--- config.mk ---
export PLATFORM = sky130hd
export DESIGN_NAME = multi_nb_sinal
export DESIGN_NICKNAME = d
export VERILOG_FILES = /design/src/rtl/multi_nb_sinal.sv
export SDC_FILE = /design/constraint.sdc
export NUM_CORES = 1
export LEC_CHECK = 0
export CORE_ASPECT_RATIO = 1.1
export CORE_MARGIN = 2
export CORE_UTILIZATION = 35
export CTS_CLUSTER_DIAMETER = 150
export DETAILED_ROUTE_END_ITERATION = 7
export GPL_ROUTABILITY_DRIVEN = 0
export PLACE_DENSITY_LB_ADDON = 0.15
export SLEW_MARGIN = 5
export SYNTH_ARGS = -nofsm -noshare
export SYNTH_HDL_FRONTEND = slang
export SYNTH_SLANG_ARGS = --single-unit
export TNS_END_PERCENT = 20
--- constraint.sdc ---
create_clock -name clk -period 3.8 [get_ports clk]
set_clock_uncertainty 0.2 [all_clocks]
set_input_delay 0.38 -clock clk [delete_from_list [all_inputs] [get_ports clk]]
set_output_delay 0.38 -clock clk [all_outputs]
set_load 0.03 [all_outputs]
--- src/rtl/multi_nb_sinal.sv ---
// Sequential shift-add multiplier with run-time signed/unsigned mode and early exit.
// Operates on operand magnitudes; the sign is applied once at the end.
module multi_nb_sinal #(
  parameter int WA = 16,
  parameter int WB = 8
) (
  input  logic             clk,
  input  logic             rst,
  input  logic             inicio,
  input  logic             sinal,
  input  logic [WA-1:0]    multiplicando,
  input  logic [WB-1:0]    multiplicador,
  output logic [WA+WB-1:0] produto,
  output logic             estouro,
  output logic             fim,
  output logic             ocupado
);
  localparam int WP = WA + WB;

  typedef enum logic [1:0] {IDLE, CALC, AJUSTE, DONE} state_t;

  state_t          st;
  logic [WP-1:0]   mcand, acc;
  logic [WB-1:0]   mult;
  logic            neg, sinal_q;

  logic [WA-1:0]   abs_a;
  logic [WB-1:0]   abs_b;
  logic [WP-1:0]   res;
  logic [WB:0]     top_s;
  logic            ovf;

  // Most negative operand negates to itself, which reads correctly as unsigned 2^(W-1).
  always_comb begin
    abs_a = (sinal && multiplicando[WA-1]) ? -multiplicando : multiplicando;
    abs_b = (sinal && multiplicador[WB-1]) ? -multiplicador : multiplicador;
    res   = neg ? -acc : acc;
    top_s = res[WP-1:WA-1];
    if (sinal_q) ovf = !((top_s == '0) || (top_s == '1));
    else         ovf = (res[WP-1:WA] != '0);
  end

  always_ff @(posedge clk) begin
    if (!rst) begin
      st      <= IDLE;
      mcand   <= '0;
      acc     <= '0;
      mult    <= '0;
      neg     <= 1'b0;
      sinal_q <= 1'b0;
      produto <= '0;
      estouro <= 1'b0;
      fim     <= 1'b0;
      ocupado <= 1'b0;
    end else begin
      case (st)
        IDLE, DONE: begin
          if (inicio) begin
            sinal_q <= sinal;
            mcand   <= {{WB{1'b0}}, abs_a};
            mult    <= abs_b;
            neg     <= sinal & (multiplicando[WA-1] ^ multiplicador[WB-1]);
            acc     <= '0;
            fim     <= 1'b0;
            ocupado <= 1'b1;
            st      <= CALC;
          end
        end
        CALC: begin
          if (mult == '0) begin
            st <= AJUSTE;
          end else begin
            if (mult[0]) acc <= acc + mcand;
            mcand <= mcand << 1;
            mult  <= mult >> 1;
          end
        end
        AJUSTE: begin
          produto <= res;
          estouro <= ovf;
          fim     <= 1'b1;
          ocupado <= 1'b0;
          st      <= DONE;
        end
        default: st <= IDLE;
      endcase
    end
  end
endmodule

==> impl_metrics.toml <==
[routing]
antenna_left = 0
firstDrtPassIters = 4
via_per_inst = 5.260
routed_wl_mm = 13.27
drt-initial-drc-count = 297
num_vias = 4892
wl_per_cell_um = 14.27
route.detailed.drc = 0

[yosys]
yosys.area.top_type_share = 0.3249
ys_ff_latch = 87
yosysTopAreaCell = "dfxtp_1"
synthFlopType = "dfxtp_1"
synth_edf_count = 0
synthDistinctLibCells = 54
synth_cells = 694
syn_nets = 752
synthTopCellsByArea = "dfxtp_1 32%, nand2_1 7.4%, ha_1 6.8%"
async_flop_share = 0
syn_area_per_cell_um2 = 7.725
ys_seq_area_frac = 0.3249
yosysWarnings = 0
synth_area_mm2 = 0.005361

[pwr]
pwr-share-comb = 0.447
intPower_uw = 2394
swShare = 0.4186
power_frac_seq = 0.316
vdd_drop_max_v = 0.0003351
p_per_area_mw_per_mm2 = 641.3
p_switching_uw = 1723
power_frac_clock = 0.237
p_leak_uw = 0.002505

[cells_and_area]
antenna_cells = 0
ff_latch_area_mm2 = 0.001742
final.fill_count = 1553
areaGrowthSynthToFinish_pct = 19.74
drive_gt1_frac = 0.05041
nNetsFinal = 787
multi_input_area_mm2 = 0.003421
stdcell_area_mm2 = 0.006420

[worst_setup_path]
cp-end-kind = "register"
cp-start-kind = "register"
cp_max_fo = 6
required_ns = 3.82
cp_data_arrival_time_ns = 3.44
critPathKind = "reg -> reg"

[cts]
clk_latency_ns = 0.34
cts_hold_buffers = 0
h-tree-depth = 3
path_clk_slew_ns = 0.07
post_cts_resize_count = 0
root_buffer = "clkbuf_16"
numCtsBuffers = 9
cts_tree = "yes"
cts_setup_buffers = 0
cts.sinks = 87
cts.path.max_buffers = 2

[sta]
achievable-frequency_mhz = 291.8
hold_slack_ns = 0.2683
setup_viol = 0
max_slew_margin = 0.2248
slew_viol_final = 0
hold_viol_final = 0
worst_pin_slew_ns = 1.163
min_period_ns = 3.427
fin_crit_sh = 0.9017
finalWorstSetupSlack_ns = 0.3735
rsz0062_at_grt = "no"
setup_tns_ns = 0

[global_route]
grt_pass1_vias = 4586
grt_pass1_wl_mm = 22.56
grt.overflow.total = 0
track_usage = 0.1696
antenna_found_initial = 0
grt_max_degree = 53

[die]
dieArea_mm2 = 0.01633
die_w_um = 122.0
ios = 55
num_rows = 47
die_h_um = 133.8
start_util = 0.3575
coreArea_mm2 = 0.01500

[placement]
place_area_mm2 = 0.006083
dp_hpwl_mm = 9.965
dpl_worst_slack_ns = 0.2127
port-buffer-count = 54

[min_path]
hold_class = "reg -> reg"

[run]
cap_violations = 0

[run_status]
outcome = "completed"
==> cell usage after synthesis, types with 4 or more instances <==
| cell | n |
|---|---|
| nand2_1 | 106 |
| dfxtp_1 | 87 |
| a21oi_1 | 68 |
| nor2_1 | 59 |
| o21ai_0 | 50 |
| xor2_1 | 37 |
| clkbuf_1 | 35 |
| ha_1 | 29 |
| a211oi_1 | 23 |
| xnor2_1 | 21 |
| nand3_1 | 16 |
| inv_1 | 15 |
| a21o_1 | 13 |
| nand4_1 | 10 |
| o211ai_1 | 10 |
| nand2b_1 | 9 |
| nor3_1 | 9 |
| o31ai_1 | 9 |
| a22oi_1 | 7 |
| or4_1 | 7 |
| mux2i_1 | 6 |
| a32oi_1 | 5 |
| and2_1 | 4 |
| and3_1 | 4 |
| buf_1 | 4 |
| nor4_1 | 4 |
| or3_1 | 4 |
==> placed cells by master, fill, tap and decap left out, types with 13 or more instances in the layout <==
cell,Yosys,final
nand2_1,106,106
dfxtp_1,87,87
a21oi_1,68,68
nor2_1,59,59
clkdlybuf4s50_1,0,54
o21ai_0,50,49
xor2_1,37,37
ha_1,29,28
a211oi_1,23,23
xnor2_1,21,21
nand3_1,16,16
inv_1,15,14
a21o_1,13,13
==> routing by layer <==
layer  wire (um)  vias to the layer above  GRT usage
li1            -                     2561          -
met1        6623                     2240     0.2403
met2        5957                       82     0.2691
met3         562                        9    0.02466
met4         128                        0    0.04598
met5           0                        -          0
==> metrics by stage <==
stage	util	power [uW]	std cells
4_1_cts	0.4278	4152	930
6_report	0.4281	4117	930
2_1_floorplan	-	2596	694
3_3_place_gp	0.4057	3137	914
3_5_place_dp	0.4057	3172	914
5_1_grt	0.4281	4433	930
==> power groups by stage <==
stage | Combinational (uW) | Sequential (uW) | Clock [uW]
global placement | 1830 | 1310 | 0
detailed placement | 1850 | 1320 | 0
finish | 1840 | 1300 | 975
CTS | 1860 | 1300 | 994
floorplan | 1160 | 1430 | 0
global route | 2060 | 1330 | 1040
==> logic make-up (layout without fill, tap and decap cells) <==
| family | count (synthesis) | in the layout | synth area share |
|---|---|---|---|
| compound gates | 214 | 214 | 0.2511 |
| xor+xnor | 58 | 58 | 0.09475 |
| simple gates | 244 | 244 | 0.2082 |
| buf+inv | 55 | 95 | 0.03850 |
| fa+ha+maj | 30 | 30 | 0.07141 |
| flops | 87 | 87 | 0.3249 |
| mux | 6 | 6 | 0.01120 |
==> cell type report <==
cell class	instances	share of cell area
clock inverter	6	0.01442
sequential	87	0.2713
tap	196	0.03820
multi-input combinational	552	0.5328
clock buffer	10	0.03722
inverter	16	0.009355
timing repair buffer	63	0.09667
==> final timing paths <==
kind                              start      end  slack (ns)  cells past startpoint
worst max-delay path             acc[0]  acc[22]        0.37                     11
worst min-delay path            acc[23]  acc[23]        0.27                      2
worst max register to register   acc[0]  acc[22]        0.37                     11
worst min register to register  acc[23]  acc[23]        0.27                      2
==> worst max-delay path: stages, from the launching register on <==
cell,delay (ns)
dfxtp_1,0.36
ha_1,0.23
fa_1,0.43
a211o_1,0.31
a2111oi_2,0.36
o21ai_1,0.19
a311o_1,0.42
nand2_1,0.10
o21ai_1,0.12
a311oi_1,0.33
xor2_1,0.16
o21ai_0,0.08
==> state kept, by name, indices dropped and copies added (netlist names) <==
| name | cells |
|---|---|
| sinal_q | 1 |
| ocupado | 1 |
| mult | 8 |
| estouro | 1 |
| mcand | 24 |
| fim | 1 |
| produto | 24 |
| acc | 24 |
| neg | 1 |
| st | 2 |
Power figures use the tool's default switching activity.
